<file path="src/rtl/aes_wr_pkg.sv">
// Shared types and constants for the AES result writer.
// The AES_WR_WRAP_EN macro (see aes_result_writer) selects wrap-around instead of stop-on-full.
package aes_wr_pkg;

  typedef enum logic [1:0] {
    IDLE  = 2'd0,
    WRITE = 2'd1,
    FULL  = 2'd2
  } wr_state_e;

  localparam int unsigned WORDS_PER_BLOCK = 4;
  localparam int unsigned BLOCK_WIDTH     = 128;
  localparam int unsigned WORD_WIDTH      = 32;
  localparam int unsigned WORD_IDX_W      = $clog2(WORDS_PER_BLOCK);

endpackage

</file>
<file path="src/rtl/aes_word_sel.sv">
// Combinational 128->32 word selector; index 0 returns the most significant word.
module aes_word_sel
  import aes_wr_pkg::*;
(
  input  logic [BLOCK_WIDTH-1:0] blk_i,
  input  logic [WORD_IDX_W-1:0]  idx_i,
  output logic [WORD_WIDTH-1:0]  word_o
);

  always_comb begin
    case (idx_i)
      2'd0:    word_o = blk_i[127:96];
      2'd1:    word_o = blk_i[95:64];
      2'd2:    word_o = blk_i[63:32];
      default: word_o = blk_i[31:0];
    endcase
  end

endmodule

</file>
<file path="src/rtl/aes_result_writer.sv">
// Writes accepted 128-bit blocks to the output memory as four consecutive 32-bit words.
// Define AES_WR_WRAP_EN to wrap the address at the top of memory instead of stopping in FULL.
module aes_result_writer
  import aes_wr_pkg::*;
#(
  parameter int unsigned ADDR_WIDTH = 8,
  parameter int unsigned DATA_WIDTH = 32
) (
  input  logic                   clk_i,
  input  logic                   rst_ni,
  input  logic                   start_i,
  input  logic                   blk_valid_i,
  input  logic [BLOCK_WIDTH-1:0] blk_data_i,
  output logic                   blk_ready_o,
  output logic                   mem_we_o,
  output logic [ADDR_WIDTH-1:0]  mem_addr_o,
  output logic [DATA_WIDTH-1:0]  mem_wdata_o,
  output logic                   busy_o,
  output logic                   full_o,
  output logic [ADDR_WIDTH-2:0]  blk_count_o
);

  wr_state_e               state_q, state_d;
  logic [ADDR_WIDTH-1:0]   wr_addr_q, wr_addr_d;
  logic [WORD_IDX_W-1:0]   word_idx_q, word_idx_d;
  logic [ADDR_WIDTH-2:0]   count_q, count_d;
  logic [BLOCK_WIDTH-1:0]  hold_q, hold_d;
  logic                    we_q, we_d;
  logic                    full_q, full_d;
  logic [DATA_WIDTH-1:0]   wdata_q, wdata_d;
  logic [WORD_WIDTH-1:0]   sel_word;
  logic                    last_beat;
  logic                    ready;
  logic                    xfer;

  assign last_beat = (state_q == WRITE) && (word_idx_q == 2'd3);

`ifdef AES_WR_WRAP_EN
  assign ready = !start_i && ((state_q == IDLE) || last_beat);
`else
  logic last_slot;
  // The final block of memory may not be followed by a back-to-back transfer.
  assign last_slot = (wr_addr_q == {ADDR_WIDTH{1'b1}});
  assign ready     = !start_i && ((state_q == IDLE) || (last_beat && !last_slot));
`endif

  assign xfer = blk_valid_i && ready;

  // Selects from the next-cycle block and index so the data output can be registered.
  aes_word_sel u_word_sel (
    .blk_i  (hold_d),
    .idx_i  (word_idx_d),
    .word_o (sel_word)
  );

  always_comb begin
    // NOTE: every _d signal takes its hold value first so no branch can infer a latch.
    state_d    = state_q;
    wr_addr_d  = wr_addr_q;
    word_idx_d = word_idx_q;
    count_d    = count_q;
    hold_d     = hold_q;

    if (start_i) begin
      state_d    = IDLE;
      wr_addr_d  = '0;
      word_idx_d = '0;
      count_d    = '0;
    end else begin
      case (state_q)
        IDLE: begin
          if (xfer) begin
            state_d    = WRITE;
            word_idx_d = '0;
            hold_d     = blk_data_i;
          end
        end
        WRITE: begin
          wr_addr_d  = wr_addr_q + 1'b1;
          word_idx_d = word_idx_q + 1'b1;
          if (word_idx_q == 2'd3) begin
            count_d = count_q + 1'b1;
            if (xfer) begin
              hold_d = blk_data_i;
            end else begin
`ifdef AES_WR_WRAP_EN
              state_d = IDLE;
`else
              state_d = last_slot ? FULL : IDLE;
`endif
            end
          end
        end
`ifndef AES_WR_WRAP_EN
        FULL: state_d = FULL;
`endif
        default: state_d = IDLE;
      endcase
    end

    we_d    = (state_d == WRITE);
`ifdef AES_WR_WRAP_EN
    full_d  = 1'b0;
`else
    full_d  = (state_d == FULL);
`endif
    wdata_d = we_d ? sel_word : wdata_q;
  end

  always_ff @(posedge clk_i or negedge rst_ni) begin
    if (!rst_ni) begin
      state_q    <= IDLE;
      wr_addr_q  <= '0;
      word_idx_q <= '0;
      count_q    <= '0;
      // NOTE: the holding register is reset as well, so no X can reach mem_wdata_o.
      hold_q     <= '0;
      we_q       <= 1'b0;
      full_q     <= 1'b0;
      wdata_q    <= '0;
    end else begin
      // NOTE: non-blocking so every register updates from the same pre-edge values.
      state_q    <= state_d;
      wr_addr_q  <= wr_addr_d;
      word_idx_q <= word_idx_d;
      count_q    <= count_d;
      hold_q     <= hold_d;
      we_q       <= we_d;
      full_q     <= full_d;
      wdata_q    <= wdata_d;
    end
  end

  assign blk_ready_o = ready;
  assign mem_we_o    = we_q;
  assign mem_addr_o  = wr_addr_q;
  assign mem_wdata_o = wdata_q;
  assign busy_o      = (state_q == WRITE);
  assign full_o      = full_q;
  assign blk_count_o = count_q;

endmodule

</file>
<file path="config.mk">
export PLATFORM = sky130hd
export DESIGN_NAME = aes_result_writer
export DESIGN_NICKNAME = d
export VERILOG_FILES = /design/src/rtl/aes_wr_pkg.sv /design/src/rtl/aes_word_sel.sv /design/src/rtl/aes_result_writer.sv
export SDC_FILE = /design/constraint.sdc
export NUM_CORES = 1
export LEC_CHECK = 0
export ABC_AREA = 1
export CORE_MARGIN = 5
export CORE_UTILIZATION = 45
export CTS_CLUSTER_DIAMETER = 200
export DETAILED_ROUTE_END_ITERATION = 8
export PLACE_DENSITY_LB_ADDON = 0.25
export SYNTH_ARGS = -nofsm -noshare
export SYNTH_HDL_FRONTEND = slang
export SYNTH_SLANG_ARGS = --single-unit
export TNS_END_PERCENT = 20
</file>
<file path="constraint.sdc">
create_clock -name clk_i -period 1.8 [get_ports clk_i]
set_clock_uncertainty 0.1 [all_clocks]
set_input_delay 0.27 -clock clk_i [delete_from_list [all_inputs] [get_ports clk_i]]
set_output_delay 0.27 -clock clk_i [all_outputs]
set_load 0.1 [all_outputs]
</file>
==> out/metrics.csv, run 1 <==
stage,metric,value,unit
logic_synthesis,largest_family_of_logic_cells_by_synthesized_area,simple AND/OR/NAND/NOR gates,
global_routing,grtUsageMet1,37.06,%
sta,setup_slack,-0.4484,ns
finish,design.final.nets,1648,
placement,portBuffers,182,
setup_path,worst_path_maximum_fanout,8,
routing,total_wirelength_of_the_detailed_routed_design,31.81,mm
sta,timing.setup.tns,-18.57,ns
clock_tree,h_tree_depth,4,
logic_synthesis,syn_avg_cell_area,7.276,um2
placement,detailedPlacementHpwl,19.31,mm
setup_path,worst_r2r_path_depth,17,
clock_tree,clk-insertion-delay-late,0.44,ns
logic_synthesis,syn_inst,1226,
power_and_ir_drop,power.density,1010,mW/mm2
setup_path,data_required_time_at_the_worst_endpoint,2.04,ns
setup_path,cp-end-kind,flip-flop,
outcome,status,"finished, violations left",
sta,fin_hold_ws,0.2573,ns
setup_path,r2r-end,mem_wdata_o[1]$_DFFE_PN0P_,
setup_path,worst-endpoint-arrival,2.48,ns
routing,drc,0,
logic_synthesis,synthTopCellsByArea,"dfrtp_1 51%, nand2_1 19%, inv_1 7.7%",
setup_path,timing.reg2reg.setup_slack,-0.45,ns
die,floorplan.io_pins,183,
finish,finalCoreUtilization,74.46,%
routing,drt.antenna.violating_nets,0,
placement,placed_cells,1700,
power_and_ir_drop,vdd_ir_drop_max,0.0009913,V
die,dieArea,0.02274,mm2
placement,finalWeightedCongestion,0.8547,
routing,via_count,9027,
logic_synthesis,post_synth_instance_area,0.008920,mm2
global_routing,grt_antenna_before_repair,1,
finish,final_layout_size_suffix_gt1_share,28.77,%
clock_tree,cts-buffers-inserted,17,
logic_synthesis,synth-warning-count,0,
die,core_region_area,0.01946,mm2
logic_synthesis,synth_async_sr_flop_share,100.0,%
outcome,violations,negative setup slack,
global_routing,globalRouteMet3Util,6.882,%
die,die_extent_in_x,150.8,um
logic_synthesis,synth_compound_area_share,3.240,%
routing,post_drt_via_cell_ratio,5.037,
finish,filler_cell_count,1260,
global_routing,track_usage,26.43,%
power_and_ir_drop,power_leakage,0.007499,uW
sta,grt_setup_unrepaired,yes,
clock_tree,tritoncts,yes,
logic_synthesis,yosys-top-cells-count,"444 x nand2_1, 183 x inv_1, 183 x nor2_1",
global_routing,global_route.peak_usage_layer,met2,
logic_synthesis,synth_adder_area_share,0.4208,%
global_routing,grt_first_pass_wirelength,46.20,mm
placement,dp_worst_setup_slack,-0.6601,ns
sta,worst-slew-pin-transition,0.4261,ns
global_routing,grt.met2_usage,40.25,%
sta,min_period,2.248,ns
logic_synthesis,synth-seq-area-share,50.78,%
setup_path,regToRegStartpoint,mem_addr_o[1]$_DFFE_PN0P_,
logic_synthesis,yosys_most_used_dff,dfrtp_1,
die,rows,51,
logic_synthesis,synth_cell_types,28,
sta,final_hold_viol_count,0,
logic_synthesis,synth_top_cell_by_area,dfrtp_1,
clock_tree,numClockSinks,181,
job,max-cap-violations,0,
logic_synthesis,synth_largest_type_area_fraction,50.78,%
finish,final_cell_count_no_fill,1792,
sta,post-route-period-util,124.9,%
logic_synthesis,synthMostInstantiatedCell,nand2_1,
routing,dr.pass1.iters,6,
clock_tree,cts_buffer_depth,2,
clock_tree,clkTransAtPathRegs,0.07,ns
logic_synthesis,synth_xor_area_share,0.09819,%
routing,routed_wire_length_per_instance,17.75,um
routing,detail_route.iter0.violations,778,
sta,drv_slew,0,
hold_path,hold_path_class,primary input to asynchronous set/reset pin,
logic_synthesis,syn_nets,1361,
logic_synthesis,synthMuxAreaShare,0,%
global_routing,vias_in_the_first_global_route,8709,
global_routing,grt_start_max_net_pins,54,
global_routing,globalRoute.totalOverflow,0,
sta,fmaxAchievable,0.4448,GHz
sta,slew_headroom,71.60,%
logic_synthesis,yosys_register_bits,181,
die,floorplan.initialDensity,45.83,%
setup_path,critPathLaunchType,flip-flop,
logic_synthesis,synth_edf_count,0,
finish,areaGrowthSynthToFinish,62.46,%
setup_path,critical_path_class,flip-flop to flip-flop,
logic_synthesis,synthSimpleGateAreaFrac,33.89,%
clock_tree,clock_tree.root_cell,clkbuf_16,
die,die_h,150.8,um
sta,setup_violations,100,
-- power by group --
| group | internal [uW] | switching (uW) |
|---|---|---|
| Sequential | 4750 | 471 |
| Clock | 1920 | 1650 |
| Combinational | 2290 | 3550 |
| Total | 8970 | 5670 |
-- worst max-delay path by stage --
stage	startpoint	to	slack, ns	depth (start not counted)
after detailed placement	start_i	mem_wdata_o[18]$_DFFE_PN0P_	-0.66	13
after CTS	mem_addr_o[0]$_DFFE_PN0P_	blk_ready_o	-0.45	9
after floorplan	state_q[0]$_DFF_PN0_	mem_wdata_o[18]$_DFFE_PN0P_	-0.36	12
after global routing	mem_addr_o[1]$_DFFE_PN0P_	mem_wdata_o[1]$_DFFE_PN0P_	-0.56	17
final	mem_addr_o[1]$_DFFE_PN0P_	mem_wdata_o[1]$_DFFE_PN0P_	-0.45	17
after global placement	start_i	mem_wdata_o[18]$_DFFE_PN0P_	-0.64	13
-- what timing repair did --
| item | CTS | global route |
|---|---|---|
| hold buffers | 1 | 0 |
| gates resized for setup | 127 | 180 |
| endpoints found under the hold margin | 38 | 0 |
| setup endpoints to repair | 115 | 167 |
| pin swaps | 62 | 84 |
| setup buffers | 35 | 9 |
| gates cloned | 10 | 9 |
-- per-layer routing --
metal / vias to the layer above / routed length (um)
li1: 4232 / -
met1: 4255 / 12720
met2: 451 / 14940
met3: 89 / 3082
met4: 0 / 1067
met5: - / 0
-- registers in the layout, summed over array words and instances (netlist names) --
name	cells
state_q	2
hold_q	128
blk_count_o	7
word_idx_q	2
mem_wdata_o	32
mem_we_o	1
full_o	1
mem_addr_o	8
-- cells in the final DEF (no fill, tap or decap), types with 34 or more instances in the layout --
| master | instances |
|---|---|
| nand3_1 | 57 |
| clkdlybuf4s50_1 | 129 |
| buf_6 | 34 |
| nand2_2 | 98 |
| inv_1 | 174 |
| nand2_1 | 323 |
| dfrtp_1 | 171 |
| nand3b_1 | 35 |
| buf_12 | 78 |
| buf_4 | 57 |
| nor2_1 | 144 |
| nor2_2 | 36 |
-- worst max-delay path, stage by stage, from the launching register on --
cell and delay, ns:
dfrtp_4 0.43, ha_4 0.15, nand2_4 0.05, nor2_4 0.08
nand2_2 0.08, nand2_4 0.09, nand2_8 0.09, nand2_8 0.13
buf_8 0.14, buf_8 0.13, buf_6 0.12, nand2_4 0.05
nand2_4 0.06, nor2_1 0.04, nor2_1 0.18, nand2_1 0.11
nand2_1 0.07, nand2_1 0.05
-- layout make-up --
cell class | instances | area (um2) | area share, %
repair buffers | 329 | 4293 | 29.62
diodes | 1 | 2.502 | 0.01727
clock buffers | 23 | 488.0 | 3.367
clock inverters | 9 | 71.32 | 0.4921
inverters | 188 | 715.7 | 4.939
flip-flops and latches | 181 | 4547 | 31.38
well taps | 265 | 331.6 | 2.288
multi-input cells | 796 | 4043 | 27.90
-- logic make-up after synthesis --
group / count (synthesis)
fa+ha+maj: 3
flops: 181
simple gates: 738
xor+xnor: 1
compound gates: 54
buf+inv: 249
-- through the flow --
step,cell area [um2],power (uW)
2_1_floorplan,9049,8003
3_3_place_gp,12240,10090
3_5_place_dp,12240,10160
4_1_cts,13730,14130
5_1_grt,14490,15220
6_report,14490,14640
Note: power is estimated with default switching activity, not from simulation.
==> inputs of run 2 (changes only) <==
--- a/config.mk
+++ b/config.mk
@@ -9,6 +9,7 @@
 export CORE_MARGIN = 5
 export CORE_UTILIZATION = 45
 export CTS_CLUSTER_DIAMETER = 200
+export CTS_CLUSTER_SIZE = 16
 export DETAILED_ROUTE_END_ITERATION = 8
 export PLACE_DENSITY_LB_ADDON = 0.25
 export SYNTH_ARGS = -nofsm -noshare
==> results of run 2 <==
Final layout, timing and power as in run 1 (identical DEF).
